`config.mk`:
```
export PLATFORM = sky130hd
export DESIGN_NAME = idli_sqi_ctrl
export DESIGN_NICKNAME = d
export VERILOG_FILES = /design/src/rtl/idli_sqi_ctrl.sv
export SDC_FILE = /design/constraint.sdc
export NUM_CORES = 1
export LEC_CHECK = 0
export CAP_MARGIN = 25
export CORE_MARGIN = 8
export CORE_UTILIZATION = 43
export CTS_CLUSTER_SIZE = 16
export DETAILED_ROUTE_END_ITERATION = 6
export GPL_ROUTABILITY_DRIVEN = 1
export MAX_ROUTING_LAYER = met4
export PLACE_DENSITY = 0.75
export SYNTH_ARGS = -nofsm -noshare
export SYNTH_HDL_FRONTEND = slang
export SYNTH_SLANG_ARGS = --single-unit
```
`constraint.sdc`:
```
create_clock -name i_clk -period 2.1 [get_ports i_clk]
set_clock_uncertainty 0.05 [all_clocks]
set_input_delay 0.42 -clock i_clk [delete_from_list [all_inputs] [get_ports i_clk]]
set_output_delay 0.42 -clock i_clk [all_outputs]
set_load 0.1 [all_outputs]
```
`src/rtl/idli_sqi_ctrl.sv`:
```
// rtl/idli_sqi_ctrl.sv - single-access 16b SQI (quad SPI) memory controller
//
// Purpose: turns one core request into an SQI transaction made of an opcode,
// a 24b address, optional read turnaround and four data nibbles. The read
// data is streamed out slice by slice and assembled into a word.
//
// Ports:
//   i_clk, i_rst        core clock, synchronous active-high reset
//   i_req, o_ready      request handshake (accept = i_req && o_ready)
//   i_wr, i_addr,       access type, word address and write data,
//   i_wdata             all latched on accept
//   o_rslice,           read nibble presented combinationally from the bus,
//   o_rslice_vld,       its valid flag and its slice index
//   o_rctr
//   o_rdata             assembled read word, held between reads
//   o_done              one-cycle end-of-access pulse
//   o_sqi_cs_n          memory chip select (active low)
//   o_sqi_sck_en        memory clock gate enable
//   o_sqi_sio, o_sqi_oe SQI output nibble and its pad output enable
//   i_sqi_sio           SQI input nibble

module idli_sqi_ctrl #(
  parameter logic [7:0]  RD_CMD       = 8'hEB,
  parameter logic [7:0]  WR_CMD       = 8'h38,
  parameter int unsigned DUMMY_CYCLES = 4
) (
  input  logic        i_clk,
  input  logic        i_rst,
  input  logic        i_req,
  output logic        o_ready,
  input  logic        i_wr,
  input  logic [15:0] i_addr,
  input  logic [15:0] i_wdata,
  output logic [3:0]  o_rslice,
  output logic        o_rslice_vld,
  output logic [1:0]  o_rctr,
  output logic [15:0] o_rdata,
  output logic        o_done,
  output logic        o_sqi_cs_n,
  output logic        o_sqi_sck_en,
  output logic [3:0]  o_sqi_sio,
  output logic        o_sqi_oe,
  input  logic [3:0]  i_sqi_sio
);

  typedef enum logic [2:0] {
    S_IDLE,
    S_CMD,
    S_ADDR,
    S_DUMMY,
    S_DATA,
    S_DONE
  } state_t;

  localparam logic [2:0] LP_DUMMY_LAST = 3'(DUMMY_CYCLES - 1);

  state_t      r_state;
  state_t      w_state_nxt;
  logic [2:0]  r_cnt;
  logic [2:0]  w_cnt_nxt;
  logic        r_wr;
  logic [15:0] r_addr;
  logic [15:0] r_wdata;
  logic [15:0] r_rdata;
  logic        w_accept;
  logic [7:0]  w_opcode;

  assign o_rdata = r_rdata;

  always_ff @(posedge i_clk) begin
    if (i_rst) begin
      r_state <= S_IDLE;
      r_cnt   <= 3'd0;
      r_wr    <= 1'b0;
      r_addr  <= 16'h0000;
      r_wdata <= 16'h0000;
      r_rdata <= 16'h0000;
    end else begin
      r_state <= w_state_nxt;
      r_cnt   <= w_cnt_nxt;
      if (w_accept) begin
        r_wr    <= i_wr;
        r_addr  <= i_addr;
        r_wdata <= i_wdata;
      end
      // Each read nibble lands in the word slot named by its slice index.
      if (o_rslice_vld) begin
        r_rdata[{r_cnt[1:0], 2'b00} +: 4] <= i_sqi_sio;
      end
    end
  end

  always_comb begin
    w_state_nxt  = r_state;
    w_cnt_nxt    = 3'd0;
    w_accept     = 1'b0;
    w_opcode     = r_wr ? WR_CMD : RD_CMD;
    o_ready      = 1'b0;
    o_done       = 1'b0;
    o_sqi_cs_n   = 1'b0;
    o_sqi_sck_en = 1'b1;
    o_sqi_oe     = 1'b0;
    o_sqi_sio    = 4'h0;
    o_rslice     = 4'h0;
    o_rslice_vld = 1'b0;
    o_rctr       = 2'd0;

    case (r_state)
      S_IDLE: begin
        o_ready      = 1'b1;
        o_sqi_cs_n   = 1'b1;
        o_sqi_sck_en = 1'b0;
        if (i_req) begin
          w_accept    = 1'b1;
          w_state_nxt = S_CMD;
        end
      end

      S_CMD: begin
        o_sqi_oe  = 1'b1;
        o_sqi_sio = (r_cnt == 3'd0) ? w_opcode[7:4] : w_opcode[3:0];
        if (r_cnt == 3'd1) begin
          w_state_nxt = S_ADDR;
        end
      end

      S_ADDR: begin
        // 24b address is {8'h00, r_addr}; the first two nibbles are zero.
        o_sqi_oe = 1'b1;
        case (r_cnt)
          3'd2:    o_sqi_sio = r_addr[15:12];
          3'd3:    o_sqi_sio = r_addr[11:8];
          3'd4:    o_sqi_sio = r_addr[7:4];
          3'd5:    o_sqi_sio = r_addr[3:0];
          default: o_sqi_sio = 4'h0;
        endcase
        if (r_cnt == 3'd5) begin
          w_state_nxt = r_wr ? S_DATA : S_DUMMY;
        end
      end

      S_DUMMY: begin
        if (r_cnt == LP_DUMMY_LAST) begin
          w_state_nxt = S_DATA;
        end
      end

      S_DATA: begin
        if (r_wr) begin
          o_sqi_oe  = 1'b1;
          o_sqi_sio = r_wdata[{r_cnt[1:0], 2'b00} +: 4];
        end else begin
          o_rslice     = i_sqi_sio;
          o_rslice_vld = 1'b1;
          o_rctr       = r_cnt[1:0];
        end
        if (r_cnt == 3'd3) begin
          w_state_nxt = S_DONE;
        end
      end

      S_DONE: begin
        o_done       = 1'b1;
        o_sqi_cs_n   = 1'b1;
        o_sqi_sck_en = 1'b0;
        w_state_nxt  = S_IDLE;
      end

      default: begin
        o_sqi_cs_n   = 1'b1;
        o_sqi_sck_en = 1'b0;
        w_state_nxt  = S_IDLE;
      end
    endcase

    // Phase counter restarts on every state entry and stays at 0 in IDLE.
    if ((w_state_nxt == r_state) && (r_state != S_IDLE)) begin
      w_cnt_nxt = r_cnt + 3'd1;
    end
  end

endmodule

```
Yosys cells after proc, flatten, opt, wreduce, memory -nomap -nowiden
Index checks and enable logic that the tools add are counted.

cells by class
  equal/unequal tests = 11
  reduce and logical (&&, ||, !) cells = 7
  bitwise operators = 1
  shift operators = 3
  multiplexer cells = 27
  add/sub/neg operators = 2

operators by type and width
  kind                                                  count
  2-to-1 mux 3 bit                                      6
  bitwise mux 16 bit                                    1
  2-to-1 mux 4 bit                                      4
  one-hot mux 4 bit (4 select lines)                    1
  variable shift 4 x 6 -> 16 bit, first input constant  1
  indexed part select 16 x 5 -> 4 bit                   1
  indexed part select 4 x 6 -> 16 bit                   1
  one-hot mux 3 bit (5 select lines)                    1
  equality test 3 x 2 -> 1 bit, second input constant   4
  equality test 3 bit, second input constant            4
  one-hot mux 4 bit (3 select lines)                    1
  2-to-1 mux 1 bit                                      9
  2-to-1 mux 8 bit                                      1
  equality test 3 x 1 -> 1 bit, second input constant   2
  logical NOT 3 bit                                     2
  negation 4 -> 6 bit                                   1
  2-to-1 mux 2 bit                                      2
  OR reduction 2 bit                                    2
  OR reduction 4 bit                                    1
  adder 3 x 1 -> 3 bit, second input constant           1
  equality test 3 bit                                   1
  nonzero test 3 bit                                    1
  one-hot mux 1 bit (2 select lines)                    1
  logical AND 1 bit                                     1
  NOT 1 bit                                             1

storage, ports and cells
  word-level logic and storage cells = 57
  input bits = 40
  output and inout bits = 32
  register bits = 55

Logic depth before layout (Yosys ltp)
Gate-level depths: netlist (run 1).

  depth after elaboration = 7
  gate-level depth with buffers = 9
  gate-level depth less buffers = 7

Worst setup path before layout (run 1)
No wires, ideal clock.

  path kind = register to output
  start point = reg r_cnt[0]
  end point = out o_sqi_sio[2]
  arrival time = 3546 ps
  stages on the path, launching flop included = 9
  path slack = -1916 ps
  data required time = 1630 ps
  path buffers = 2
  cell sequence = dfxtp_1 > buf_2 > inv_1 > ha_1 > clkbuf_1 > a22oi_1 > a21oi_1 > a21oi_1 > o21ai_0

on the way
  word-level cells in the longest chain between the ends = 3
  elaborated cells between the ends (all ways) = 10
  classes of those cells = eq/ne: 4; shift: 1; mux: 4; reduce/logical: 1

ends and longest elaborated chain
  what                                                               RTL line  source
  from (decl)                                                        59        logic [2:0] r_cnt;
  from (signal assigned)                                             80        r_cnt <= w_cnt_nxt;
  indexed part select 16 x 5 -> 4 bit, or another cell as far along  151       o_sqi_sio = r_wdata[{r_cnt[1:0], 2'b00} +: 4];
  2-to-1 mux 4 bit, or another cell as far along                     149       if (r_wr) begin
  one-hot mux 4 bit (3 select lines) *                               108       case (r_state)
  to (decl)                                                          41        output logic [3:0] o_sqi_sio,

Every way passes the cells marked *; elsewhere a longest branch is shown, timed or not.

Worst setup path in the final report (run 1)
  start point = reg r_cnt[0]
  end point = out o_sqi_sio[1]

Same word-level chain as after synthesis.

==> results.sh, run 1 <==
export IMPL_r2r_cells=7
export IMPL_r2r_setup_slack_ps=130
export IMPL_worstSetupStartpoint="r_cnt[0]"
export IMPL_initial_utilization=0.4459
export IMPL_clock_latency_ps=310
export IMPL_root_buffer="clkbuf_8"
export IMPL_area_delta_synth_final_pct=54.03
export IMPL_comb_power_share=0.273
export IMPL_n_fill_cell=451
export IMPL_crit_fanout=6
export IMPL_yosysSeqAreaShare=0.4171
export IMPL_regArea_sq_um=1111
export IMPL_synth_cells=335
export IMPL_multi_input_area_sq_um=1657
export IMPL_syn_area_per_cell_sq_um=7.881
export IMPL_nNetsFinal=463
export IMPL_r2r_end="r_cnt[1]"
export IMPL_drt_wirelength_per_cell_microns=15.27
export IMPL_rsz0062_at_grt="true"
export IMPL_cts_sinks=55
export IMPL_grt_pass1_vias=2519
export IMPL_routabilityCongestion=0.8958
export IMPL_async_flop_share=0
export IMPL_crit_slowest_cell="dfxtp_4"
export IMPL_clk_pin_slew_worst_paths_ps=100
export IMPL_status="finished with violations"
export IMPL_max_clock_path_buffers=2
export IMPL_dr_pass1_iters=5
export IMPL_crit_path_end="o_sqi_sio[1]"
export IMPL_synth_ff_type="dfxtp_1"
export IMPL_drv_slew=0
export IMPL_crit_family="compound AO/OA/AOI/OAI gates"
export IMPL_power_mw=2.344
export IMPL_die_w_microns=94.36
export IMPL_slew_headroom=0.6796
export IMPL_peakVddDrop_mv=0.4443
export IMPL_path_cells="buf_6 -> ha_4 -> a22oi_1 -> a21oi_1 -> a21oi_2 -> o221ai_4 -> buf_12"
export IMPL_grt_overflow_total=0
export IMPL_hold_ws_ps=408.5
export IMPL_diodes=0
export IMPL_cts_tree="yes"
export IMPL_io_pins=72
export IMPL_die_area_sq_um=8903
export IMPL_grt_antenna_before_repair=0
export IMPL_ys_warn_count=0
export IMPL_dp_hpwl_microns=5672
export IMPL_p_int_mw=1.608
export IMPL_start_kind="flop"
export IMPL_ys_ff_latch=55
export IMPL_seqPwrFrac=0.480
export IMPL_cap_violations=0
export IMPL_synth_edf_count=0
export IMPL_core_area_sq_um=5921
export IMPL_rows=28
export IMPL_crit_required_ps=1630
export IMPL_worst_slack_ps=-209.0
export IMPL_cts_htree_levels=2
export IMPL_fin_crit_sh=1.100
export IMPL_regToRegStartpoint="r_cnt[0]"
export IMPL_tightest_slew_ps=480.7
export IMPL_drive_above_1_share=0.2909
export IMPL_pwr_share_clk=0.248
export IMPL_grt_use_total=0.1765
export IMPL_ant_nets=0
export IMPL_syn_area_sq_um=2640
export IMPL_critPathMaxStageDelay_ps=440
export IMPL_cp_num_buf_inv=2
export IMPL_switching_share=0.3140
export IMPL_die_h_microns=94.36
export IMPL_end_kind="output port"
export IMPL_crit_type="reg2out"
export IMPL_numCtsBuffers=5
export IMPL_final_common_cell="nand2_1"
export IMPL_pwr_density_cell_nw_per_um2=576.4
export IMPL_io_buffer_count=71
export IMPL_wl_microns=7497
export IMPL_hold_path_class="reg2reg"
export IMPL_ys_types=38
export IMPL_drc_errors=0
export IMPL_grt_pass1_wl_microns=12320
export IMPL_vias=2608
export IMPL_layout_common_cells="90 x nand2_1, 60 x a21oi_1, 51 x dfxtp_1"
export IMPL_cellLeakagePower_nw=1.448
export IMPL_violations="setup timing"
export IMPL_arrival_ps=1840
export IMPL_drt_initial_drc_count=110
export IMPL_min_period_ps=2309
export IMPL_dp_worst_setup_slack_ps=-10.77
export IMPL_p_sw_uw=736.0
export IMPL_hold_violations=0
export IMPL_via_per_inst=5.312
export IMPL_grt_max_degree=34
export IMPL_syn_nets=383
export IMPL_cp_depth=7
export IMPL_finalSetupViolations=4
export IMPL_fmax_mhz=433.1
==> power by group through the flow <==
stage / combinational [mW] / sequential (mW) / clock [mW]
CTS: 0.633 / 1.12 / 0.591
global placement: 0.598 / 1.15 / 0
global route: 0.677 / 1.13 / 0.645
finish: 0.640 / 1.12 / 0.580
detailed placement: 0.607 / 1.15 / 0
floorplan: 0.403 / 1.13 / 0
==> worst min-delay path, stage by stage (launching register included) <==
cell and delay (ps):
dfxtp_1 320, nand2_1 50, a21oi_1 50
==> cells in the mapped netlist, types with 2 or more instances <==
master | count | area [sq um]
buf_2 | 8 | 40.04
a2111oi_1 | 2 | 20.02
o21ai_0 | 4 | 20.02
buf_4 | 3 | 22.52
ha_1 | 8 | 100.1
nor2_1 | 9 | 33.78
inv_1 | 9 | 33.78
a21oi_1 | 63 | 315.3
a22oi_1 | 4 | 30.03
xnor2_1 | 2 | 17.52
nor2b_1 | 2 | 12.51
nand2b_1 | 4 | 25.02
o221ai_1 | 2 | 17.52
a32oi_1 | 2 | 17.52
nand4_1 | 16 | 100.1
clkbuf_1 | 14 | 52.55
nand2_1 | 93 | 349.1
mux4_2 | 4 | 90.09
and2_1 | 5 | 31.28
dfxtp_1 | 55 | 1101
nor3_1 | 9 | 45.04
==> per-stage QoR <==
stage | utilization | area [sq um] | cells | TNS (ps)
3_3_place_gp | 0.6456 | 3822 | 477 | 0
5_1_grt | 0.6868 | 4066 | 491 | -1110
3_5_place_dp | 0.6456 | 3822 | 477 | -10.77
2_1_floorplan | - | 2919 | 335 | -1733
4_1_cts | 0.6817 | 4036 | 489 | -851.3
6_report | 0.6868 | 4066 | 491 | -779.0
==> per-layer routing <==
metal,routed length (microns),vias to the layer above,GRT usage
li1,-,1313,-
met1,3425,1228,0.2267
met2,3741,59,0.2804
met3,258,8,0.02937
met4,72,0,0.04491
met5,0,-,-
==> kinds of logic after synthesis <==
logic type	after synthesis	synth area share
compound gates	84	0.1839
xor+xnor	2	0.006636
fa+ha+maj	8	0.03792
buf+inv	37	0.06398
flops	55	0.4171
mux	5	0.03792
simple gates	144	0.2526
==> final cells by class <==
| class | count | area share |
|---|---|---|
| Inverter | 9 | 0.01231 |
| Multi-Input combinational cell | 243 | 0.4074 |
| Timing Repair Buffer | 101 | 0.2622 |
| Sequential cell | 55 | 0.2732 |
| Clock inverter | 2 | 0.004000 |
| Clock buffer | 6 | 0.01785 |
| Tap cell | 75 | 0.02308 |
==> flip-flops by register name, summed over array words and instances, names as in the netlist <==
signal,count
r_addr,16
o_rdata,16
r_cnt,3
r_wdata,16
r_state,3
r_wr,1
==> repair_timing <==
item | in CTS | in global routing
pin swaps | 8 | 6
endpoints found under the setup margin | 11 | 10
hold buffers | 0 | 0
resized for setup | 22 | 3
buffers inserted | 4 | 2
==> worst min path at each step <==
stage / from / to / slack [ps] / depth (start not counted)
6_report: o_rdata[8] / o_rdata[8] / 410 / 2
5_1_grt: r_wdata[9] / r_wdata[9] / 430 / 2
4_1_cts: r_wdata[9] / r_wdata[9] / 410 / 2
3_5_place_dp: r_wdata[9] / r_wdata[9] / 400 / 2
3_3_place_gp: r_wdata[3] / r_wdata[3] / 390 / 2
2_1_floorplan: r_wdata[10] / r_wdata[10] / 380 / 2
No activity file was read; power rests on OpenSTA's default activity.
==> inputs of run 2 (changes only) <==
- CAP_MARGIN: 25 -> not set
==> results of run 2 <==
The final DEF is identical to that of run 1; final timing and power are the same.
==> inputs of run 3 (changes only) <==
- SKIP_LAST_GASP: not set -> 1
==> results.sh, run 3 (synthesis gave the netlist of run 1 again) <==
export IMPL_final_util=0.6868
export IMPL_fin_crit_sh=1.099
export IMPL_cts_htree_levels=2
export IMPL_grt_use_total=0.1765
export IMPL_drive_above_1_share=0.2909
export IMPL_tightest_slew_ps=479.2
export IMPL_die_area_sq_um=8903
export IMPL_vias=2611
export IMPL_io_pins=72
export IMPL_numCtsBuffers=5
export IMPL_root_buffer="clkbuf_8"
export IMPL_drt_wirelength_per_cell_microns=15.27
export IMPL_crit_required_ps=1630
export IMPL_multi_input_area_sq_um=1657
export IMPL_r2r_setup_slack_ps=140
export IMPL_cts_tree="yes"
export IMPL_diodes=0
export IMPL_placed_cell_area_sq_um=3822
export IMPL_crit_slowest_cell="dfxtp_4"
export IMPL_rsz0062_at_grt="true"
export IMPL_core_area_sq_um=5921
export IMPL_cap_violations=0
export IMPL_initial_utilization=0.4459
export IMPL_grt_use_met3=0.02937
export IMPL_fin_tns_setup_ps=-780.2
export IMPL_final_area_sq_um=4066
export IMPL_nNetsFinal=463
export IMPL_regArea_sq_um=1111
export IMPL_drc_errors=0
export IMPL_violations="setup timing"
export IMPL_rows=28
export IMPL_pwr_density_cell_nw_per_um2=576.5
export IMPL_fmax_mhz=433.1
export IMPL_io_buffer_count=71
export IMPL_grt_pass1_vias=2519
export IMPL_grt_util_met2=0.2804
export IMPL_area_delta_synth_final_pct=54.03
export IMPL_finalSetupViolations=4
export IMPL_crit_type="reg2out"
export IMPL_layout_common_cells="90 x nand2_1, 60 x a21oi_1, 51 x dfxtp_1"
export IMPL_start_kind="flop"
export IMPL_path_cells="buf_6 -> ha_4 -> a22oi_1 -> a21oi_1 -> a21oi_2 -> o221ai_4 -> buf_12"
export IMPL_regToRegStartpoint="r_cnt[0]"
export IMPL_final_common_cell="nand2_1"
export IMPL_dr_pass1_iters=5
export IMPL_ant_nets=0
export IMPL_min_period_ps=2309
export IMPL_min_to="o_rdata[8]"
export IMPL_hold_path_class="reg2reg"
export IMPL_end_kind="output port"
export IMPL_dp_worst_setup_slack_ps=-10.77
export IMPL_hold_start="o_rdata[8]"
export IMPL_dp_hpwl_microns=5672
export IMPL_hold_ws_ps=408.5
export IMPL_routabilityCongestion=0.8958
export IMPL_die_h_microns=94.36
export IMPL_grt_overflow_total=0
export IMPL_grt_antenna_before_repair=0
export IMPL_crit_fanout=6
export IMPL_r2r_cells=7
export IMPL_via_per_inst=5.318
export IMPL_max_clock_path_buffers=2
export IMPL_arrival_ps=1840
export IMPL_grt_busiest_layer="met2"
export IMPL_slew_headroom=0.6806
export IMPL_clk_pin_slew_worst_paths_ps=100
export IMPL_wl_microns=7499
export IMPL_clock_latency_ps=310
export IMPL_worstSetupStartpoint="r_cnt[0]"
export IMPL_drv_slew=0
export IMPL_hold_violations=0
export IMPL_peakVddDrop_mv=0.4443
export IMPL_worst_slack_ps=-208.9
export IMPL_critPathMaxStageDelay_ps=440
export IMPL_use_met1=0.2267
export IMPL_holdPathStages=2
export IMPL_status="finished with violations"
export IMPL_r2r_end="r_cnt[1]"
export IMPL_cellLeakagePower_nw=1.448
export IMPL_grt_pass1_wl_microns=12320
export IMPL_n_fill_cell=451
export IMPL_die_w_microns=94.36
export IMPL_cts_sinks=55
export IMPL_drt_initial_drc_count=124
export IMPL_grt_max_degree=34
[run 3: final cells by class]
cell class | count | share of cell area
clock buffer | 6 | 0.01785
clock inverter | 2 | 0.004000
inverter | 9 | 0.01231
multi-input combinational | 243 | 0.4074
sequential | 55 | 0.2732
tap | 75 | 0.02308
timing repair buffer | 101 | 0.2622
[run 3: worst max path at each step]
stage | to | slack [ps] | depth (start not counted)
2_1_floorplan | o_rctr[0] | -440 | 4
3_3_place_gp | o_sqi_sio[1] | 40 | 5
3_5_place_dp | o_sqi_sio[1] | -10 | 5
4_1_cts | o_sqi_sio[1] | -230 | 5
5_1_grt | o_sqi_sio[1] | -290 | 5
6_report | o_sqi_sio[1] | -210 | 7
[run 3: per-layer routing]
metal,vias up,share of wire
li1,1314,-
met1,1235,0.45
met2,54,0.50
met3,8,0.032
met4,0,0.0096
met5,-,0
[run 3: repair_timing]
item	in CTS	in global routing
setup buffers	4	2
pin swaps	8	5
hold buffers	0	0
endpoints found under the setup margin	11	10
resized for setup	22	3
[run 3: per-stage QoR]
step	power (mW)	std cells
2_1_floorplan	1.538	335
3_3_place_gp	1.745	477
3_5_place_dp	1.754	477
4_1_cts	2.346	489
5_1_grt	2.453	491
6_report	2.344	491
[run 3: power by group]
part	switching (mW)	internal, mW
clock network	0.340	0.240
logic	0.362	0.278
registers	0.0345	1.09
total	0.736	1.61
[run 3: critical path: cells and delay by family, from the launching register on]
family | cells | cell delay (ps)
compound gates | 4 | 570
fa+ha+maj | 1 | 170
buf+inv | 2 | 330
flops | 1 | 440
